--- src/rtl/gtx_test_seq_ctrl_pkg.sv ---
// Shared types and default timing for the GTX loopback test sequencer.
// The sequencer states use a 3-bit encoding.
package gtx_test_seq_ctrl_pkg;

    typedef enum logic [2:0] {
        ST_IDLE   = 3'd0,
        ST_RESET  = 3'd1,
        ST_SETTLE = 3'd2,
        ST_RUN    = 3'd3,
        ST_DRAIN  = 3'd4,
        ST_DONE   = 3'd5
    } seq_state_t;

    localparam int DEF_CHNL_NUM   = 8;
    localparam int DEF_RST_CYC    = 64;
    localparam int DEF_SETTLE_CYC = 4096;
    localparam int DEF_DRAIN_CYC  = 256;
    localparam int DEF_ERR_W      = 16;

    // The phase counter must hold a full 32-bit run_cycles value.
    localparam int CNT_W = 32;

endpackage

--- src/rtl/gtx_test_seq_ctrl_err_cnt.sv ---
// Per-lane saturating error counter. clr has priority.
// When the counter is cleared it stays at zero; otherwise it counts en & inc up to all-ones.
module gtx_err_cnt_sat #(
    parameter int ERR_W = 16
) (
    input  logic             clk,
    input  logic             rst,
    input  logic             clr,
    input  logic             en,
    input  logic             inc,
    output logic [ERR_W-1:0] cnt
);

    always_ff @(posedge clk or posedge rst) begin
        if (rst)
            cnt <= '0;
        else if (clr)
            cnt <= '0;
        else if (en && inc && (cnt != '1))
            cnt <= cnt + ERR_W'(1);
    end

endmodule

--- src/rtl/gtx_test_seq_ctrl.sv ---
// Loopback test sequencer: resets gen/chk, waits for link settle, runs a timed
// window, drains, then reports per-lane error counts and overall pass.
module gtx_test_seq_ctrl
    import gtx_test_seq_ctrl_pkg::*;
#(
    parameter int CHNL_NUM   = DEF_CHNL_NUM,
    parameter int RST_CYC    = DEF_RST_CYC,
    parameter int SETTLE_CYC = DEF_SETTLE_CYC,
    parameter int DRAIN_CYC  = DEF_DRAIN_CYC,
    parameter int ERR_W      = DEF_ERR_W
) (
    input  logic                      usrclk,
    input  logic                      usrrst,
    input  logic                      start,
    input  logic                      abort,
    input  logic [31:0]               run_cycles,
    input  logic [7:0]                test_len,
    input  logic [CHNL_NUM-1:0]       chnl_en,
    input  logic [CHNL_NUM-1:0]       err_flag,
    output logic                      gen_rst_n,
    output logic [7:0]                test_len_ctrl,
    output logic                      test_run_ctrl,
    output logic                      busy,
    output logic                      done,
    output logic                      pass,
    output logic                      aborted,
    output logic [CHNL_NUM-1:0]       chnl_fail,
    output logic [CHNL_NUM*ERR_W-1:0] err_cnt
);

    seq_state_t          state, state_nxt;
    logic [CNT_W-1:0]    cnt;
    logic [31:0]         run_len;
    logic [CHNL_NUM-1:0] en_lat;
    logic [CHNL_NUM-1:0] lane_hit;
    logic                cnt_win;
    logic                cnt_clr;
    logic                active;

    assign cnt_win = (state == ST_RUN) || (state == ST_DRAIN);
    assign active  = (state == ST_RESET) || (state == ST_SETTLE) || cnt_win;
    assign cnt_clr = (state == ST_IDLE) && start;

    always_comb begin
        state_nxt = state;
        case (state)
            ST_IDLE:   if (start) state_nxt = ST_RESET;
            ST_RESET:  if (cnt == CNT_W'(RST_CYC - 1)) state_nxt = ST_SETTLE;
            ST_SETTLE: if (cnt == CNT_W'(SETTLE_CYC - 1)) state_nxt = ST_RUN;
            // run_len of zero never matches, so RUN only ends on abort
            ST_RUN:    if ((run_len != '0) && (cnt == run_len - 32'd1)) state_nxt = ST_DRAIN;
            ST_DRAIN:  if (cnt == CNT_W'(DRAIN_CYC - 1)) state_nxt = ST_DONE;
            ST_DONE:   state_nxt = ST_IDLE;
            default:   state_nxt = ST_IDLE;
        endcase
        if (abort && active)
            state_nxt = ST_DONE;
    end

    always_ff @(posedge usrclk or posedge usrrst) begin
        if (usrrst) begin
            state         <= ST_IDLE;
            cnt           <= '0;
            run_len       <= '0;
            en_lat        <= '0;
            test_len_ctrl <= '0;
            gen_rst_n     <= 1'b0;
            test_run_ctrl <= 1'b0;
            busy          <= 1'b0;
            done          <= 1'b0;
            pass          <= 1'b0;
            aborted       <= 1'b0;
            chnl_fail     <= '0;
        end else begin
            state <= state_nxt;
            cnt   <= ((state_nxt != state) || (state == ST_IDLE)) ? '0 : cnt + CNT_W'(1);

            // Control outputs are registered from the next state so they line up with it
            gen_rst_n     <= (state_nxt != ST_RESET);
            test_run_ctrl <= (state_nxt == ST_RUN);
            busy          <= (state_nxt != ST_IDLE);
            done          <= (state_nxt == ST_DONE);

            if (cnt_clr) begin
                run_len       <= run_cycles;
                en_lat        <= chnl_en;
                test_len_ctrl <= test_len;
                pass          <= 1'b0;
                aborted       <= 1'b0;
                chnl_fail     <= '0;
            end

            if (state_nxt == ST_DONE) begin
                aborted   <= abort;
                chnl_fail <= lane_hit & en_lat;
                pass      <= ~abort & ~|(lane_hit & en_lat);
            end
        end
    end

    // lane_hit folds in this cycle's strobe so a final-cycle error is not missed
    for (genvar i = 0; i < CHNL_NUM; i++) begin : g_lane
        gtx_err_cnt_sat #(.ERR_W(ERR_W)) u_cnt (
            .clk (usrclk),
            .rst (usrrst),
            .clr (cnt_clr),
            .en  (cnt_win),
            .inc (err_flag[i]),
            .cnt (err_cnt[i*ERR_W +: ERR_W])
        );
        assign lane_hit[i] = (|err_cnt[i*ERR_W +: ERR_W]) | (cnt_win & err_flag[i]);
    end

endmodule

--- config.mk ---
export PLATFORM = sky130hd
export DESIGN_NAME = gtx_test_seq_ctrl
export DESIGN_NICKNAME = d
export VERILOG_FILES = /design/src/rtl/gtx_test_seq_ctrl_pkg.sv /design/src/rtl/gtx_test_seq_ctrl_err_cnt.sv /design/src/rtl/gtx_test_seq_ctrl.sv
export SDC_FILE = /design/constraint.sdc
export NUM_CORES = 1
export LEC_CHECK = 0
export CAP_MARGIN = 30
export CORE_UTILIZATION = 27
export CTS_CLUSTER_SIZE = 8
export DETAILED_ROUTE_END_ITERATION = 16
export DONT_BUFFER_PORTS = 1
export PLACE_DENSITY = 0.5
export SLEW_MARGIN = 20
export SYNTH_ARGS = -nofsm -noshare
export SYNTH_HDL_FRONTEND = slang
export SYNTH_HIERARCHICAL = 1
export SYNTH_SLANG_ARGS = --single-unit
--- constraint.sdc ---
create_clock -name usrclk -period 8.6 [get_ports usrclk]
set_input_delay 1.72 -clock usrclk [delete_from_list [all_inputs] [get_ports usrclk]]
set_output_delay 1.72 -clock usrclk [all_outputs]
set_load 0.1 [all_outputs]
; Word-level counts from Yosys, hierarchy flattened
; Index checks and enable logic that the tools add are counted.
[totals]
regBits = 225
input_bits = 60
word_cells = 143
[classes]
add_sub_neg = 10
eq_ne = 20
mux = 29
bitwise = 19
n_reduce_logical = 45
[op_table]
columns = cell, n
row1 = $mux W16, 16
row2 = $add A16 B1 Y16 const B, 8
row3 = $ne A16 B16 Y1 const B, 8
row4 = $reduce_or A16 Y1, 8
row5 = $add A32 B1 Y32 const B, 1
row6 = $eq A32 B12 Y1 const B, 1
row7 = $eq A32 B32 Y1, 1
row8 = $eq A32 B6 Y1 const B, 1
row9 = $eq A32 B8 Y1 const B, 1
row10 = $mux W32, 1
row11 = $reduce_bool A32 Y1, 1
row12 = $sub A32 B1 Y32 const B, 1
row13 = $logic_and A1 B1 Y1, 19
row14 = $mux W3, 6
row15 = $reduce_bool A2 Y1, 9
row16 = $mux W8, 2
row17 = $pmux W3 S5, 1
row18 = $and A1 B1 Y1, 9
row19 = $eq A3 B2 Y1 const B, 3
row20 = $and A8 B8 Y8, 1
row21 = $or A1 B1 Y1, 8
row22 = $reduce_or A8 Y1, 1
row23 = $eq A3 B3 Y1 const B, 2
row24 = $logic_or A1 B1 Y1, 4
row25 = other kinds (8), 10

; Depth between registers and ports, before layout
[depth]
word_depth = 9
depth_mapped = 11
ltp_nobuf = 10

; Hierarchy
; The synthesis kept the hierarchy.
[modules_own_cells]
columns = mod, n_inst, cells_each, area_per_inst_um2, seq_area_each_um2
row1 = gtx_err_cnt_sat, 8, 97, 943.4, 400.4
row2 = gtx_test_seq_ctrl, 1, 669, 5801.8, 2427.3

; Least setup slack after synthesis
; Ideal clock, no wire load.
[synth_timing]
kind = input to register
start = input port start
end = register g_lane[0].u_cnt.cnt[6]
setup_time_ns = 0.128
arrival_ns = 3.168
required_ns = 8.472
slack_ns = 5.305
path_stages = 6
cell_sequence = nand3_1 inv_2 buf_1 buf_1 nor2_1 mux2_1
[synth_between]
elab_chain_cells = 2
elab_cells_between_ends = 3
cone_classes = 1 x mux / 2 x reduce/logical
[synth_rtl]
columns = item, line
row1 = "start, declared", gtx_test_seq_ctrl.sv:14  ; input logic start,
row2 = $logic_and A1 B1 Y1 (*), gtx_test_seq_ctrl.sv:42  ; assign cnt_clr = (state == ST_IDLE) && start;
row3 = via cnt_clr, gtx_test_seq_ctrl.sv:37  ; logic cnt_clr;
row4 = $mux W16 / $reduce_bool A2 Y1 (equally long branches), -
row5 = "end signal, assigned", gtx_test_seq_ctrl_err_cnt.sv:20  ; cnt <= cnt + ERR_W'(1);
row6 = "end, declared", gtx_test_seq_ctrl_err_cnt.sv:11  ; output logic [ERR_W-1:0] cnt
; Mark *: on every way through the listed nets, which the timed path passes. The rest lies on a longest branch.
; A chain may end at the register's enable or synchronous reset.

==> impl_metrics.toml <==
[layout]
layout_common_cells = "dfrtp_1, nand2_1, a21oi_1, buf_16, nand3_1"
syn2layout_area_growth_pct = 32.7
layout_commonest_cell = "dfrtp_1"
layout-drive-gt1-share = 0.162
nets = 1676

[grt]
grt_max_degree = 150
grt-ovfl-total = 0
grt_pass1_vias = 11557
grt_usage = 0.162
antenna_found_initial = 2
grt_pass1_wl_mm = 65.8

[die]
pin_count = 210
core_area_um2 = 48800
row_count = 81
die_y_um = 224
die_w_um = 224
dieArea_um2 = 50300
initial_core_util = 0.273

[place]
dp_hpwl_mm = 28.1
gp_congestion = 0.807
portBuffers = 0

[yosys]
synth_nets = 1515
ys.flop_type = "dfrtp_1"
yosys_warnings = 6
synth_area_um2 = 13300
synthArstFlopShare = 1.00
synth_edf_count = 0
yosys_register_bits = 225
syn-instance-count = 1445
seq_area_frac_synth = 0.422
synth.distinct_cells = 71
avgSynthCellArea_um2 = 9.24

[routing]
routed_wl_mm = 41.5
remaining_drc_errors = 0
vias = 11894
detail_route.vias_per_cell = 5.22
dr.pass1.iters = 5
drt-initial-drc-count = 754
ant_nets = 0
wl_per_cell_um = 18.2

[hold_path]
hp-class = "register to register"

[clocking]
holdBufCountCts = 0
cts_tree = "done"
clk_latency_ns = 0.53
max-clock-path-buffers = 3
post_cts_resized = 0
cts.htree.levels = 2
cts_buffers = 34
clock-sinks = 225
postCtsSetupBuffers = 0
clockRootBuffer = "clkbuf_16"
clk_pin_slew_ns = 0.05

[setup_path]
cp.arrival_ns = 4.19
reg2reg_slack_ns = 4.79
critPathMaxFanout = 32
cp.required_ns = 8.98
endpoint_kind = "register"
crit_type = "register to register"
setup.worst_path.start_class = "register"

[timing]
period_minus_slack_ns = 3.81
finalClockSkew_ns = 0.0161
finalCritPeriodShare = 0.443
slew_headroom = 0.300
max_freq_mhz = 262
setup_tns_ns = 0
tightestPinTransition_ns = 1.05
slew_violations = 0
setup_viol = 0
holdWs_ns = 0.470
rsz0062_at_grt = "no"
hold_viol = 0

[power_and_ir_drop]
p_per_area_nw_per_um2 = 247
ir_worst_vdd_v = 0.000170
p_total_w = 0.00438
leakage_nw = 7.40

[run]
drv_cap = 0

[status]
status = "finished clean"
through the flow:
stage                     setup slack, ns  cell area (µm²)   util  instances
after global placement               4.33            14000  0.286       2055
final                                4.79            17700  0.363       2277
after CTS                            4.76            16700  0.341       2207
after global routing                 4.46            17700  0.363       2277
after detailed placement             4.27            15700  0.322       2165
after floorplan                      4.35            13300      -       1445
worst max-delay path, stage by stage (launching register included):
cell       delay, ns
dfrtp_1         0.44
inv_1           0.11
ha_1            0.20
nor3b_2         0.55
a41oi_1         0.19
a2111oi_0       0.63
nand4b_1        0.24
nor4_2          0.55
a221o_4         0.63
nor2_1          0.10
routing by layer:
layer,global-route usage,routed length [µm]
met5,0,11
met4,0.0658,1440
met3,0.0487,2840
met2,0.255,19200
met1,0.208,18000
flip-flops by register name (all words and copies together) (netlist names), 3 cells and up:
register	count
cnt	32
g_lane.u_cnt/cnt	128
test_len_ctrl	8
en_lat	8
run_len	32
state	3
chnl_fail	8
power breakdown:
group | switching, W | internal (W) | total, W
clock network | 0.000494 | 0.000731 | 0.00123
registers | 0.000619 | 0.00122 | 0.00184
logic | 0.000828 | 0.000485 | 0.00131
total | 0.00194 | 0.00244 | 0.00438
synthesized netlist by cell type (all sizes together) (31+ instances only):
cell,n,area share
nand4,52,0.033
xor2,40,0.026
o31ai,57,0.032
nand2,206,0.058
nand3,65,0.025
or4,61,0.034
nor2b,32,0.015
a21oi,102,0.038
buf,47,0.020
nor2,81,0.028
o21ai,69,0.026
dfrtp,225,0.42
or3,39,0.018
nor3,37,0.018
nor4,71,0.046
xnor2,37,0.024
inv,31,0.0087
kinds of logic after synthesis:
logic type	count (synthesis)	synth area share
xor gates and xnor gates	77	0.0505
and+or+nand+nor	741	0.341
buffers and inverters	100	0.0349
DFF	225	0.422
adders and majority gates	10	0.00937
muxes	25	0.0210
AOI/OAI and AO/OA	267	0.122
final cells by class:
class | count | area, µm²
fill | 4908 | 31100
multi-input combinational | 1120 | 7270
sequential | 225 | 5630
timing repair buffer | 194 | 2940
clock buffer | 41 | 908
tap | 664 | 831
inverter | 31 | 124
clock inverter | 1 | 8.76
antenna | 1 | 2.50
final timing paths:
| path | start | endpoint | cells after the start |
|---|---|---|---|
| worst max-delay path | run_len[0] | cnt[31] | 9 |
| worst min-delay path | en_lat[2] | en_lat[2] | 2 |
| worst max register to register | run_len[0] | cnt[31] | 9 |
| worst min register to register | en_lat[2] | en_lat[2] | 2 |
| max in group asynchronous | usrrst | run_len[21] | 3 |
| min in group asynchronous | usrrst | test_len_ctrl[2] | 1 |
Note: power is estimated with default switching activity, not from simulation.
